--- config.mk ---
export PLATFORM = sky130hd
export DESIGN_NAME = wb_arbiter
export DESIGN_NICKNAME = d
export VERILOG_FILES = /design/src/rtl/wb_arbiter.sv
export SDC_FILE = /design/constraint.sdc
export NUM_CORES = 1
export LEC_CHECK = 0
export CAP_MARGIN = 20
export CORE_MARGIN = 10
export CORE_UTILIZATION = 51
export CTS_BUF_LIST = sky130_fd_sc_hd__clkbuf_4
export CTS_CLUSTER_SIZE = 30
export DETAILED_ROUTE_END_ITERATION = 6
export PLACE_DENSITY = 0.78
export SLEW_MARGIN = 5
export SYNTH_ARGS = -nofsm -noshare
export SYNTH_HDL_FRONTEND = slang
export SYNTH_SLANG_ARGS = --single-unit
--- constraint.sdc ---
create_clock -name clk -period 4.02 [get_ports clk]
set_input_delay 0.804 -clock clk [delete_from_list [all_inputs] [get_ports clk]]
set_output_delay 0.804 -clock clk [all_outputs]
set_load 0.05 [all_outputs]
--- src/rtl/wb_arbiter.sv ---
// +--------------------------------------------------------------------------+
// | wb_arbiter : buffers results from NUM_FU sources and merges them onto     |
// |              two registered PRF write ports with round-robin priority.    |
// | Revision   : 1.0                                                          |
// +--------------------------------------------------------------------------+
`default_nettype none

package core_pkg;
   localparam int XLEN   = 32;
   localparam int PREG_W = 6;
   typedef logic [PREG_W-1:0] preg_tag_t;
endpackage

module wb_arbiter #(
   parameter int XLEN       = core_pkg::XLEN,
   parameter int NUM_FU     = 4,
   parameter int FIFO_DEPTH = 2
) (
   input  logic                clk,
   input  logic                reset_n,
   input  logic                flush,
   input  logic [NUM_FU-1:0]   fu_valid,
   input  core_pkg::preg_tag_t fu_tag  [NUM_FU],
   input  logic [XLEN-1:0]     fu_data [NUM_FU],
   output logic [NUM_FU-1:0]   fu_ready,
   output logic                wen0,
   output core_pkg::preg_tag_t wtag0,
   output logic [XLEN-1:0]     wdata0,
   output logic                wen1,
   output core_pkg::preg_tag_t wtag1,
   output logic [XLEN-1:0]     wdata1,
   output logic                pending
);

   localparam int c_RR_W  = (NUM_FU > 1) ? $clog2(NUM_FU) : 1;
   localparam int c_PTR_W = (FIFO_DEPTH > 1) ? $clog2(FIFO_DEPTH) : 1;
   localparam int c_CNT_W = $clog2(FIFO_DEPTH + 1);
   localparam logic [c_CNT_W-1:0] c_CNT_FULL = c_CNT_W'(FIFO_DEPTH);
   localparam logic [c_CNT_W-1:0] c_CNT_ONE  = c_CNT_W'(1);
   localparam logic [c_PTR_W-1:0] c_PTR_LAST = c_PTR_W'(FIFO_DEPTH - 1);
   localparam logic [c_PTR_W-1:0] c_PTR_ONE  = c_PTR_W'(1);

   logic [c_CNT_W-1:0]  count_q  [NUM_FU];
   logic [c_CNT_W-1:0]  count_d  [NUM_FU];
   logic [c_PTR_W-1:0]  rd_ptr_q [NUM_FU];
   logic [c_PTR_W-1:0]  rd_ptr_d [NUM_FU];
   logic [c_PTR_W-1:0]  wr_ptr_q [NUM_FU];
   logic [c_PTR_W-1:0]  wr_ptr_d [NUM_FU];
   core_pkg::preg_tag_t tag_mem_q  [NUM_FU][FIFO_DEPTH];
   core_pkg::preg_tag_t tag_mem_d  [NUM_FU][FIFO_DEPTH];
   logic [XLEN-1:0]     data_mem_q [NUM_FU][FIFO_DEPTH];
   logic [XLEN-1:0]     data_mem_d [NUM_FU][FIFO_DEPTH];
   logic [c_RR_W-1:0]   rr_q, rr_d;
   logic                wen0_q, wen0_d, wen1_q, wen1_d;
   core_pkg::preg_tag_t wtag0_q, wtag0_d, wtag1_q, wtag1_d;
   logic [XLEN-1:0]     wdata0_q, wdata0_d, wdata1_q, wdata1_d;

   logic [NUM_FU-1:0]   w_not_empty;
   logic [NUM_FU-1:0]   w_push;
   logic [NUM_FU-1:0]   w_pop;
   logic                w_g0_v, w_g1_v;
   logic [c_RR_W-1:0]   w_g0_idx, w_g1_idx;

   function automatic logic [c_RR_W-1:0] wrap_add(input logic [c_RR_W-1:0] base, input int off);
      int s;
      s = int'(base) + off;
      if (s >= NUM_FU) s = s - NUM_FU;
      return c_RR_W'(s);
   endfunction

   function automatic logic [c_PTR_W-1:0] next_ptr(input logic [c_PTR_W-1:0] p);
      return (p == c_PTR_LAST) ? '0 : p + c_PTR_ONE;
   endfunction

   // Ready and occupancy come from registered counts only, so a pop in flight never raises ready.
   for (genvar gi = 0; gi < NUM_FU; gi++) begin : g_status
      assign fu_ready[gi]    = (count_q[gi] < c_CNT_FULL);
      assign w_not_empty[gi] = (count_q[gi] != '0);
   end

   assign pending = (|w_not_empty) | wen0_q | wen1_q;
   assign wen0    = wen0_q;
   assign wtag0   = wtag0_q;
   assign wdata0  = wdata0_q;
   assign wen1    = wen1_q;
   assign wtag1   = wtag1_q;
   assign wdata1  = wdata1_q;

   always_comb begin
      w_g0_v   = 1'b0;
      w_g0_idx = '0;
      w_g1_v   = 1'b0;
      w_g1_idx = '0;
      for (int k = 0; k < NUM_FU; k++) begin
         if (!w_g0_v && w_not_empty[wrap_add(rr_q, k)]) begin
            w_g0_v   = 1'b1;
            w_g0_idx = wrap_add(rr_q, k);
         end
      end
      // Second grant continues the circular search just past the first winner.
      for (int k = 1; k < NUM_FU; k++) begin
         if (w_g0_v && !w_g1_v && w_not_empty[wrap_add(w_g0_idx, k)]) begin
            w_g1_v   = 1'b1;
            w_g1_idx = wrap_add(w_g0_idx, k);
         end
      end
   end

   always_comb begin
      w_push = '0;
      w_pop  = '0;
      for (int i = 0; i < NUM_FU; i++) begin
         w_push[i] = fu_valid[i] & fu_ready[i] & ~flush;
         w_pop[i]  = ((w_g0_v && (w_g0_idx == c_RR_W'(i))) ||
                      (w_g1_v && (w_g1_idx == c_RR_W'(i)))) & ~flush;
      end
   end

   always_comb begin
      count_d    = count_q;
      rd_ptr_d   = rd_ptr_q;
      wr_ptr_d   = wr_ptr_q;
      tag_mem_d  = tag_mem_q;
      data_mem_d = data_mem_q;
      rr_d       = rr_q;
      wen0_d     = 1'b0;
      wtag0_d    = wtag0_q;
      wdata0_d   = wdata0_q;
      wen1_d     = 1'b0;
      wtag1_d    = wtag1_q;
      wdata1_d   = wdata1_q;
      if (flush) begin
         for (int i = 0; i < NUM_FU; i++) begin
            count_d[i]  = '0;
            rd_ptr_d[i] = '0;
            wr_ptr_d[i] = '0;
         end
         rr_d = '0;
      end else begin
         for (int i = 0; i < NUM_FU; i++) begin
            if (w_push[i]) begin
               tag_mem_d[i][wr_ptr_q[i]]  = fu_tag[i];
               data_mem_d[i][wr_ptr_q[i]] = fu_data[i];
               wr_ptr_d[i]                = next_ptr(wr_ptr_q[i]);
            end
            if (w_pop[i]) rd_ptr_d[i] = next_ptr(rd_ptr_q[i]);
            if (w_push[i] && !w_pop[i]) count_d[i] = count_q[i] + c_CNT_ONE;
            else if (w_pop[i] && !w_push[i]) count_d[i] = count_q[i] - c_CNT_ONE;
            if (w_g0_v && (w_g0_idx == c_RR_W'(i))) begin
               wen0_d   = 1'b1;
               wtag0_d  = tag_mem_q[i][rd_ptr_q[i]];
               wdata0_d = data_mem_q[i][rd_ptr_q[i]];
            end
            if (w_g1_v && (w_g1_idx == c_RR_W'(i))) begin
               wen1_d   = 1'b1;
               wtag1_d  = tag_mem_q[i][rd_ptr_q[i]];
               wdata1_d = data_mem_q[i][rd_ptr_q[i]];
            end
         end
         if (w_g1_v)      rr_d = wrap_add(w_g1_idx, 1);
         else if (w_g0_v) rr_d = wrap_add(w_g0_idx, 1);
      end
   end

   always_ff @(posedge clk or negedge reset_n) begin
      if (!reset_n) begin
         for (int i = 0; i < NUM_FU; i++) begin
            count_q[i]  <= '0;
            rd_ptr_q[i] <= '0;
            wr_ptr_q[i] <= '0;
         end
         rr_q     <= '0;
         wen0_q   <= 1'b0;
         wtag0_q  <= '0;
         wdata0_q <= '0;
         wen1_q   <= 1'b0;
         wtag1_q  <= '0;
         wdata1_q <= '0;
      end else begin
         count_q  <= count_d;
         rd_ptr_q <= rd_ptr_d;
         wr_ptr_q <= wr_ptr_d;
         rr_q     <= rr_d;
         wen0_q   <= wen0_d;
         wtag0_q  <= wtag0_d;
         wdata0_q <= wdata0_d;
         wen1_q   <= wen1_d;
         wtag1_q  <= wtag1_d;
         wdata1_q <= wdata1_d;
      end
   end

   // Buffer storage carries no reset; validity is tracked by the counts.
   always_ff @(posedge clk) begin
      tag_mem_q  <= tag_mem_d;
      data_mem_q <= data_mem_d;
   end

endmodule

`default_nettype wire

# [Yosys cells after proc, flatten, opt, wreduce, memory -nomap -nowiden]
# Cells that the tools add are included.
[totals] input_bits=159 output_inout_bits=83 reg_bits=400
[op_classes] n_bitwise=23 n_mux=140 eq_ne=6 n_reduce_logical=73 addsub=31 magnitude_cmp=31
[ops] cell="$mux W32" count=24
[ops] cell="$bwmux W64" count=4
[ops] cell="$mux W6" count=24
[ops] cell="$demux W32 S1" count=4
[ops] cell="$mux W2" count=26
[ops] cell="$bwmux W12" count=4
[ops] cell="$mux W1" count=40
[ops] cell="$logic_and A1 B1 Y1" count=28
[ops] cell="$demux W6 S1" count=4
[ops] cell="$reduce_bool A2 Y1" count=12
[ops] cell="$sub A2 B1 Y2 const B" count=12
[ops] cell="$ge A3 B3 Y1 const B" count=7
[ops] cell="$lt A2 B3 Y1 const B" count=7
[ops] cell="$ge A2 B2 Y1 const B" count=8
[ops] cell="$not A1 Y2" count=8
[ops] cell="$reduce_bool A3 Y1" count=5
[ops] cell="$bmux W1 S2" count=7
[ops] cell="$logic_not A1 Y1" count=13
[ops] cell="$add A2 B2 Y3 const B" count=4
[ops] cell="$and A1 B1 Y1" count=12
[ops] cell="$reduce_and A2 Y1" count=6
[ops] cell="$add A2 B1 Y3 const B" count=3
[ops] cell="$add A1 B1 Y1 const B" count=8
[ops] cell="$add A2 B1 Y2 const B" count=4
[ops] cell="13 further kinds" count=30

# [Depth between registers and ports, before layout]
# Gate-level depths: netlist (run 1).
[logic_depth] ltp_word=37 depth_mapped=23

# [Least setup slack after synthesis (run 1)]
# Ideal clock, no wire load.
[synth_path] kind="input-to-reg" from="in flush" to="reg data_mem_q[0] in the netlist's numbering (enable)" path_slack_ps=-492 cell_stages=3 n_path_buf=2 setup_ps=489 arrival_time_ps=4024 cell_sequence="clkbuf_1 clkbuf_1 nor3b_1"
[synth_via] elab_chain_len=3
[synth_lines] element="start, declared" line="21" text="input logic flush,"
[synth_lines] element="$not A1 Y1 (no source line) (*)"
[synth_lines] element="$and A1 B1 Y1" line="113" text="w_push[i] = fu_valid[i] & fu_ready[i] & ~flush;"
[synth_lines] element="$reduce_and A2 Y1 (no source line) (*)"
[synth_lines] element="end signal, assigned" line="196" text="data_mem_q <= data_mem_d;"
[synth_lines] element="end, declared" line="51" text="logic [XLEN-1:0] data_mem_q [NUM_FU][FIFO_DEPTH];"
# Mark *: on every way between the ends. The rest lies on a longest branch, timed or not.
# A chain may end at the register's enable or synchronous reset.

# [Worst setup path after layout (run 1)]
[layout_path] from="reg count_q[7] in the netlist's numbering" to="reg wdata1_q[1] (netlist: wdata1[1])"
[layout_via] elab_chain_len=33
[layout_lines] element="start, declared" line="43" text="logic [c_CNT_W-1:0] count_q [NUM_FU];"
[layout_lines] element="start signal, assigned" line="180" text="count_q <= count_d;"
[layout_lines] element="$reduce_bool A2 Y1 (*)" line="78" text="assign w_not_empty[gi] = (count_q[gi] != '0);"
[layout_lines] element="$bmux W1 S2" line="95" text="if (!w_g0_v && w_not_empty[wrap_add(rr_q, k)]) begin"
[layout_lines] element="$mux W1 (not written as such)" line="95"
[layout_lines] element="$mux W1" line="95"
[layout_lines] element="$logic_not A1 Y1" line="95"
[layout_lines] element="$logic_and A1 B1 Y1" line="95"
[layout_lines] element="$mux W1" line="95"
[layout_lines] element="$logic_not A1 Y1" line="95"
[layout_lines] element="[... 13 more ...]"
[layout_lines] element="$logic_and A1 B1 Y1 (2 in a row)" line="102" text="if (w_g0_v && !w_g1_v && w_not_empty[wrap_add(w_g0_idx, k)]) begin"
[layout_lines] element="$mux W1" line="102"
[layout_lines] element="$logic_not A1 Y1" line="102"
[layout_lines] element="$logic_and A1 B1 Y1 (2 in a row)" line="102"
[layout_lines] element="$mux W2" line="102"
[layout_lines] element="$eq A2 B1 Y1" line="154" text="if (w_g1_v && (w_g1_idx == c_RR_W'(i))) begin"
[layout_lines] element="$logic_and A1 B1 Y1" line="154"
[layout_lines] element="$mux W32 (3 in a row)" line="154"
[layout_lines] element="end signal, assigned" line="189" text="wdata1_q <= wdata1_d;"
[layout_lines] element="end, declared" line="56" text="logic [XLEN-1:0] wdata0_q, wdata0_d, wdata1_q, wdata1_d;"
# Mark *: on every way between the ends. The rest lies on a longest branch, timed or not. The select of a mux whose other input is x is not followed.

==> results.md, run 1 <==
- Status: completed
- Post-synth EDFFs: 304
- Top-Level Pins: 242
- Synthesis Warnings: 0
- Max-cap viol count: 0
- Netlist cell types: 51
- First-pass GRT wire length: roughly 72000 um
- Setup ws final: around 0.26 ns
- Reg2Reg Setup Slack: 0.26 ns
- Reg clk slew, reported paths: approximately 0.070 ns
- Worst r2r src: count_q[7]
- Initial cell density of the core: 0.515
- Row cnt: 67
- CTS tree: yes
- Multi-input gate area: 0.00533 mm2
- Drt total wl: 47900 um
- # DRC: 0
- Synth-to-layout area growth: 25.7%
- Clock sink count: 400
- Routed wire per std cell: 22.5 um
- Placer congestion estimate: between 0.8 and 0.9
- Largest net degree at the start of global routing: 77
- Reg2Reg Depth: 18
- Period utilisation layout: 0.935
- GRT Total Usage: 0.228
- Worst Hold Class: register to register
- Die X-Extent: 204 um
- Cell area after synthesis: 0.0172 mm2
- Worst r2r dst: wdata1[1]
- Post-synth top flop: edfxtp_1
- Clock skew: just under 0.03 ns
- Share of post-route cells with drive strength above 1: 0.161
- Setup TNS: 0 ns
- Peak VDD IR: approximately 0.76 mV
- CP Max Fanout: 10
- Area of the die: 0.0415 mm2
- Root Buffer: clkbuf_4
- Filler cells: roughly 2400
- Fin nets: around 1800
- Clk Latency, worst-skew pair: about 0.7 ns
- Met1 Resource Use GR: 0.286
- Final setup vio count: 0
- Clk buf depth: 3
- Vias in the first global route: roughly 13000
- Post-route cell area: 0.0217 mm2
- Core Area: 0.0334 mm2
- CP endpoint kind: register
- Synthesized flop and latch total: 400
- Num CTS Buffers: 101
- CP arrival: 4.38 ns
- HPWL after DPL: 31400 um
- Dpl cell area: 0.0202 mm2
- Crit start category: register
- Initial DRC Count: roughly 1100
- Mean Syn Cell Area: 13.1 um2
- Fmax: 266 MHz
- Pwr dens: 896 mW/mm2
- Leakage: 8.32 nW
- Slew @ Worst Pin: 0.904 ns
- Vias: 12007
- Setup crit end: wdata1[1]
- Grt met2 use: 0.373
- Most frequent cells in the layout: 304 x edfxtp_1, 239 x clkdlybuf4s50_1, 191 x mux2i_1
- Net Count, Synth: 1481
- Port bufs: 241
- Util after Layout: 0.647
- Die Y: 204 um
- First-pass DRT Iterations: 5
- Fin. max-slew vios: 0
- Post-CTS Setup Bufs: 0
- Post-layout min period: 3.76 ns
- Place WS: approximately 0.24 ns
- Register Area: 0.0115 mm2
- H-tree level count: 3
- Seq/Total Area, Yosys: 0.669
- CP startpoint: count_q[7]
- Final ANT Viol Nets: 0
- Cells after Synth: between 1000 and 1500
- Worst path required time: roughly 4.6 ns
- GR Util met3: 0.0643
- Most used routing layer: met2
- Max-slew headroom: 0.397
- Most common cell after layout, fill and taps aside: edfxtp_1
- Final hold viol count: 0
- Avg Vias per Cell: 5.62
- Antenna violations before repair: 5
- Grt total ovfl: 0
- Critical path type: register to register
- Ys async rst share: 0.240
==> sequential cells by signal, indices dropped and copies added (netlist names), 6 cells and up <==
name	cells
tag_mem_q	48
wtag1	6
wdata1	32
wtag0	6
data_mem_q	256
wdata0	32
count_q	8
==> how the worst min path moves through the flow <==
stage | start | endpoint | slack, ns | depth (start not counted)
finish | wdata0[25] | wdata0[25] | 0.48 | 2
global route | wdata0[0] | wdata0[0] | 0.51 | 2
CTS | reset_n | wdata1[8] | 0.27 | 1
detailed placement | wdata0[25] | wdata0[25] | 0.47 | 2
global placement | wdata0[25] | wdata0[25] | 0.46 | 2
floorplan | reset_n | count_q[0] | 0.51 | 0
==> power by group <==
part	total, mW	internal, mW	switching [mW]
combinational	10.1	3.73	6.39
clock	3.53	1.92	1.62
sequential	5.74	5.19	0.545
==> metal layers <==
metal,up-vias,part of all wire
met5,-,0.0011
met4,8,0.021
met3,97,0.091
met2,589,0.49
met1,5794,0.40
li1,5519,-
==> stage by stage <==
step                std cells  hold WS (ns)  power (mW)
detailed placement       1948         0.472        15.7
CTS                      2132         0.272        19.3
global placement         1948         0.462        15.5
global route             2135         0.511        20.6
finish                   2135         0.476        19.4
floorplan                1316         0.508        12.8
==> cell type report <==
cell class / instances / area share
clock buffer: 166 / 0.0575
clock inverter: 18 / 0.00451
tap: 448 / 0.0259
inverter: 12 / 0.00208
sequential: 400 / 0.533
multi-input combinational: 807 / 0.246
timing repair buffer: 283 / 0.131
antenna: 1 / 0.000116
==> cell usage after synthesis, drive strengths merged (2+ instances only) <==
cell type  instances  share of area
edfxtp           304           0.53
inv               12         0.0026
dfrtp             96           0.14
a32oi              2         0.0015
nand3             81          0.024
nor2b              2        0.00073
ha                 6         0.0044
a21oi             69          0.020
o2bb2ai            2         0.0010
o31ai              2         0.0017
mux2              28          0.018
clkbuf            70          0.015
nand2b             4         0.0015
nor3b              4         0.0017
nor2              70          0.015
buf               27         0.0090
xor2               6         0.0030
and3b              2         0.0010
or2                4         0.0015
xnor2             10         0.0051
and2               2        0.00073
o211ai            29          0.013
mux2i            191           0.11
o21ai            123          0.036
or3                3         0.0011
nor3              28         0.0081
a31oi              3         0.0011
nand2            122          0.027
==> critical path, cell delays in order, from the launching register on <==
cell,delay [ns]
dfrtp_1,0.43
nor2_1,0.46
o21a_1,0.18
o22a_1,0.21
ha_2,0.35
o2bb2ai_1,0.15
o22ai_1,0.21
o2111ai_2,0.20
o31ai_4,0.10
inv_1,0.07
ha_1,0.21
inv_1,0.05
a211o_2,0.13
buf_4,0.25
mux2i_1,0.21
nor2_1,0.06
a21oi_1,0.14
mux2i_1,0.09
o21ai_1,0.14
==> what timing repair did <==
item	in CTS	in global routing
endpoints found under the hold margin	0	21
hold buffers	0	1
setup endpoints to repair	0	40
gates resized for setup	0	8
==> logic make-up after synthesis <==
kind of cell	share of synthesized area
AOI/OAI and AO/OA	0.0785
xor gates and xnor gates	0.00813
adders and majority gates	0.00494
buffers and inverters	0.0269
DFF	0.669
muxes	0.129
and+or+nand+nor	0.0831
Note: power is estimated with default switching activity, not from simulation.
==> run 2, diff against run 1 <==
--- a/config.mk
+++ b/config.mk
@@ -5,12 +5,14 @@
 export SDC_FILE = /design/constraint.sdc
 export NUM_CORES = 1
 export LEC_CHECK = 0
+export ABC_AREA = 0
 export CAP_MARGIN = 20
 export CORE_MARGIN = 10
 export CORE_UTILIZATION = 51
 export CTS_BUF_LIST = sky130_fd_sc_hd__clkbuf_4
 export CTS_CLUSTER_SIZE = 30
 export DETAILED_ROUTE_END_ITERATION = 6
+export MAX_ROUTING_LAYER = met4
 export PLACE_DENSITY = 0.78
 export SLEW_MARGIN = 5
 export SYNTH_ARGS = -nofsm -noshare
==> run 2 against run 1 <==
Clock power barely moved. Via count grew 0.35%. Die area did not move. Final area is essentially flat. Final cell count up 0.19%. Largest cell class unchanged. Power about the same.
==> results.md, run 2 (synthesis gave the netlist of run 1 again) <==
- Status: completed
- Met1 Resource Use GR: 0.289
- Most used routing layer: met2
- Dpl cell area: just over 0.02 mm2
- Clk buf depth: 3
- Worst path required time: 4.63 ns
- Period utilisation layout: 0.948
- Clock sink count: 400
- Most common cell after layout, fill and taps aside: edfxtp_1
- HPWL after DPL: 31400 um
- Top-Level Pins: 242
- First-pass DRT Iterations: 5
- Grt total ovfl: 0
- Max reg flops: 256
- Clock skew: around 0.039 ns
- Initial cell density of the core: 0.515
- RSZ-0062 raised after global routing: no
- Row cnt: 67
- CP endpoint kind: register
- Crit start category: register
- Area of the die: 0.0415 mm2
- Die Y: 204 um
- Fmax: 262 MHz
- Port bufs: 241
- CP arrival: between 4 and 5 ns
- Registers with the most flip-flops: data_mem_q x256, tag_mem_q x48
- Leakage: 8.32 nW
- Largest net degree at the start of global routing: 77
- Post-route cell area: 0.0217 mm2
- Avg Vias per Cell: 5.63
- Placer congestion estimate: between 0.9 and 1
- Grt met2 use: 0.371
- Inst Count DP: 1948
- Pwr dens: 895 mW/mm2
- Post-CTS Setup Bufs: 0
- Root Buffer: clkbuf_4
- GR Util met3: 0.0595
- Synth-to-layout area growth: 25.7%
- Max-cap viol count: 0
- Initial DRC Count: 895
- CTS tree: yes
- GRT Total Usage: 0.234
- Most frequent cells in the layout: 304 x edfxtp_1, 239 x clkdlybuf4s50_1, 191 x mux2i_1
- Vias: around 12000
- Drt total wl: roughly 48000 um
- Die X-Extent: 204 um
- Post-Layout Cell Count: 2139
- # DRC: 0
- Worst Hold Class: register to register
- Core Area: 0.0334 mm2
- Reg2Reg Setup Slack: 0.21 ns
- Clk Latency, worst-skew pair: 0.72 ns
- Fin nets: roughly 1800
- Critical path type: register to register
- Final hold viol count: 0
- Max-slew headroom: 0.408
- Share of post-route cells with drive strength above 1: 0.160
- Post-layout min period: 3.81 ns
- Vias in the first global route: 12513
- H-tree level count: 3
- Util after Layout: 0.648
- Final ANT Viol Nets: 0
- First-pass GRT wire length: 72200 um
- Fin. max-slew vios: 0
- Reg clk slew, reported paths: 0.07 ns
- Num CTS Buffers: 101
- Most flops, register: data_mem_q
- Slew @ Worst Pin: 0.888 ns
- Setup TNS: 0 ns
- Routed wire per std cell: roughly 22 um
- Peak VDD IR: 0.771 mV
- CP Max Fanout: 22
- Final setup vio count: 0
- Antenna violations before repair: 5
==> run 2: path summary, 6_finish.rpt <==
| path | startpoint | end | depth (start not counted) |
|---|---|---|---|
| max | count_q[7] | wdata1[29] | 18 |
| min | wdata0[25] | wdata0[25] | 2 |
| max reg2reg | count_q[7] | wdata1[29] | 18 |
| min reg2reg | wdata0[25] | wdata0[25] | 2 |
| max in group asynchronous | reset_n | wdata0[11] | 4 |
| min in group asynchronous | reset_n | wtag0[0] | 2 |
==> run 2: final cells by class <==
class	count	area (um2)
clock buffers	166	1250
clock inverters	18	97.6
flip-flops and latches	400	11500
diodes	5	12.5
fillers	2437	11800
multi-input cells	807	5320
well taps	448	561
inverters	12	45.0
repair buffers	283	2840
==> run 2: critical path: stages (launching register included) <==
cell	delay, ns
dfrtp_1	0.43
or2_4	0.32
o2bb2ai_1	0.15
or3_1	0.38
ha_1	0.41
o2bb2ai_1	0.17
o22ai_1	0.17
o2111ai_1	0.22
o31ai_4	0.12
inv_1	0.07
ha_1	0.21
inv_1	0.05
a211o_2	0.14
buf_12	0.22
mux2i_1	0.22
nor2_1	0.05
a21oi_1	0.13
a21oi_1	0.09
o21ai_1	0.15
==> run 2: repair_timing <==
| action | in CTS | in global routing |
|---|---|---|
| gates resized for setup | 0 | 7 |
| endpoints found under the setup margin | 0 | 37 |
| hold buffers | 0 | 1 |
| hold endpoints to repair | 0 | 2 |
==> run 2: stage by stage <==
| step | power [mW] | hold WS, ns | setup slack (ns) |
|---|---|---|---|
| global placement | 15.5 | 0.462 | 0.369 |
| global route | 20.6 | 0.511 | 0.00937 |
| CTS | 19.3 | 0.272 | 0.0985 |
| finish | 19.4 | 0.476 | 0.207 |
| floorplan | 12.8 | 0.508 | -0.492 |
| detailed placement | 15.7 | 0.472 | 0.239 |
==> run 2: metal layers <==
| metal | part of all wire | routed length [um] | vias to the layer above |
|---|---|---|---|
| met4 | 0.019 | 908 | 0 |
| li1 | - | - | 5531 |
| met5 | 0 | 0 | - |
| met3 | 0.088 | 4230 | 91 |
| met2 | 0.49 | 23200 | 627 |
| met1 | 0.41 | 19500 | 5800 |
==> run 2: power by group <==
part	leakage, nW	internal (mW)	switching [mW]	total (mW)
clock network	0.812	1.92	1.62	3.54
registers	3.98	5.19	0.547	5.74
logic	3.53	3.73	6.38	10.1
==> edit, RTL diff (config.mk and constraints of run 1) <==
Change the package constant `PREG_W` from 6 to 12.
--- a/src/rtl/wb_arbiter.sv
+++ b/src/rtl/wb_arbiter.sv
@@ -8,5 +8,5 @@
 package core_pkg;
    localparam int XLEN   = 32;
-   localparam int PREG_W = 6;
+   localparam int PREG_W = 12;
    typedef logic [PREG_W-1:0] preg_tag_t;
 endpackage
Ports: changed (resized fu_tag, wtag0 and wtag1); port bits go from 242 to 278. No check against the original RTL was run, so the function may have changed too.
==> edit against run 1 <==
  * Non-clock buffer count rose by 37
  * Register-to-register slack improved by 0.02 ns
  * Sequential cell count rose by 60
  * Setup slack got worse by 0.14 ns
  * Routed wire length rose by 26%
  * Sequential power rose by 16%
  * Design area rose by 15%
  * Power rose by 16%
  * Sequential share of layout area fell by 0.15 points
  * Area after synthesis rose by 16%
  * Combinational power rose by 17%
  * Highest routed layer unchanged
==> edit: results (changes against run 1) <==
* Vias after detailed routing at 13800 (+15%)
* Slowest cell delay on critical path at 0.62 ns (+0.16 ns)
* PostCTS Resize Cnt at 1 (+1)
* GRT met3 Usage at 0.0581 (-0.00614)
* Arrival time of data at the critical path endpoint at 3.10 ns (-1.28 ns)
* Origin of the worst setup path: count_q[3]$_DFFE_PN0P_
* # placed instances at 2195 (+13%)
* Worst R2R Setup Slack at 0.28 ns (+0.02 ns)
* Global router's overall resource usage at 0.250 (+0.0228)
* Comb pwr share at 0.523 (about the same)
* Share of synthesized registers carrying an async set or reset at 0.235 (-0.00522)
* Worst IR drop on VDD at 0.568 mV (-25%)
* Setup Slack @ Placement at 0.197 ns (-0.0427 ns)
* Seq/Total Area, Yosys at 0.664 (-0.00544)
* Critical-path cell with the highest stage delay: or4_4
* Total area of sequential cells at 13300 µm² (+15%)
* Clk_skew at 0.0675 ns (+0.0382 ns)
* Placed inst area at 23400 µm² (+16%)
* Met2 GRT Util at 0.435 (+0.0625)
* Largest registers ranked by flip-flop count: data_mem_q x256, tag_mem_q x96
* CP endpoint: pending
* Run status: finished, final reports clean
* Most frequent cells after synthesis: edfxtp_1, o211ai_1, dfrtp_1, mux2i_1, a21oi_1
* Largest net degree at the start of global routing at 85 (+10%)
* Peak fanout along the critical path at 9 (-1)
* Post-Layout Cell Count at 2411 (+13%)
* First-iteration detailed-routing DRC count at 1154 (+7.7%)
* Met2 wirelength from detailed routing at 31200 µm (+34%)
* Drt wl/cell at 25.0 µm (+11%)
* Count of flip-flops with a built-in enable after synthesis at 352 (+16%)
* Combinational-cell power consumption at 11800 µW (+17%)
* Clk_lat worst skew at 0.87 ns (+0.15 ns)
* IO buf count at 277 (+15%)
* Standby leakage power at 0.00893 µW (+7.4%)
edit: changes by cell type in the layout (fill, tap and decap cells not counted), moves of 21 or more:
cell             change
nand3_1             -56
nand2_1             -51
clkdlybuf4s50_1     +36
mux2_2              +42
edfxtp_1            +48
mux2i_1             -85
o211ai_1            +87
o21ai_0             -47
a31oi_1             +22
nand2b_1            +72
o21ai_1             +21
a22o_1              +33
edit: critical path, delay by kind of cell, from the launching register on:
kind	cells	cell delay, ns
and+or+nand+nor	3	1.35
DFF	1	0.49
buffers and inverters	1	0.43
edit: layout make-up:
cell class | instances | area share
antenna | 2 | 0.000200
timing repair buffer | 320 | 0.129
inverter | 12 | 0.00180
tap | 518 | 0.0259
sequential | 460 | 0.531
clock inverter | 31 | 0.00766
clock buffer | 183 | 0.0550
multi-input combinational | 885 | 0.249
edit: cells by family after synthesis:
group	count (synthesis)	synth area share
fa+ha+maj	8	0.00482
mux	176	0.0925
simple gates	287	0.0727
buf+inv	123	0.0288
flops	460	0.664
compound gates	401	0.132
xor+xnor	13	0.00569
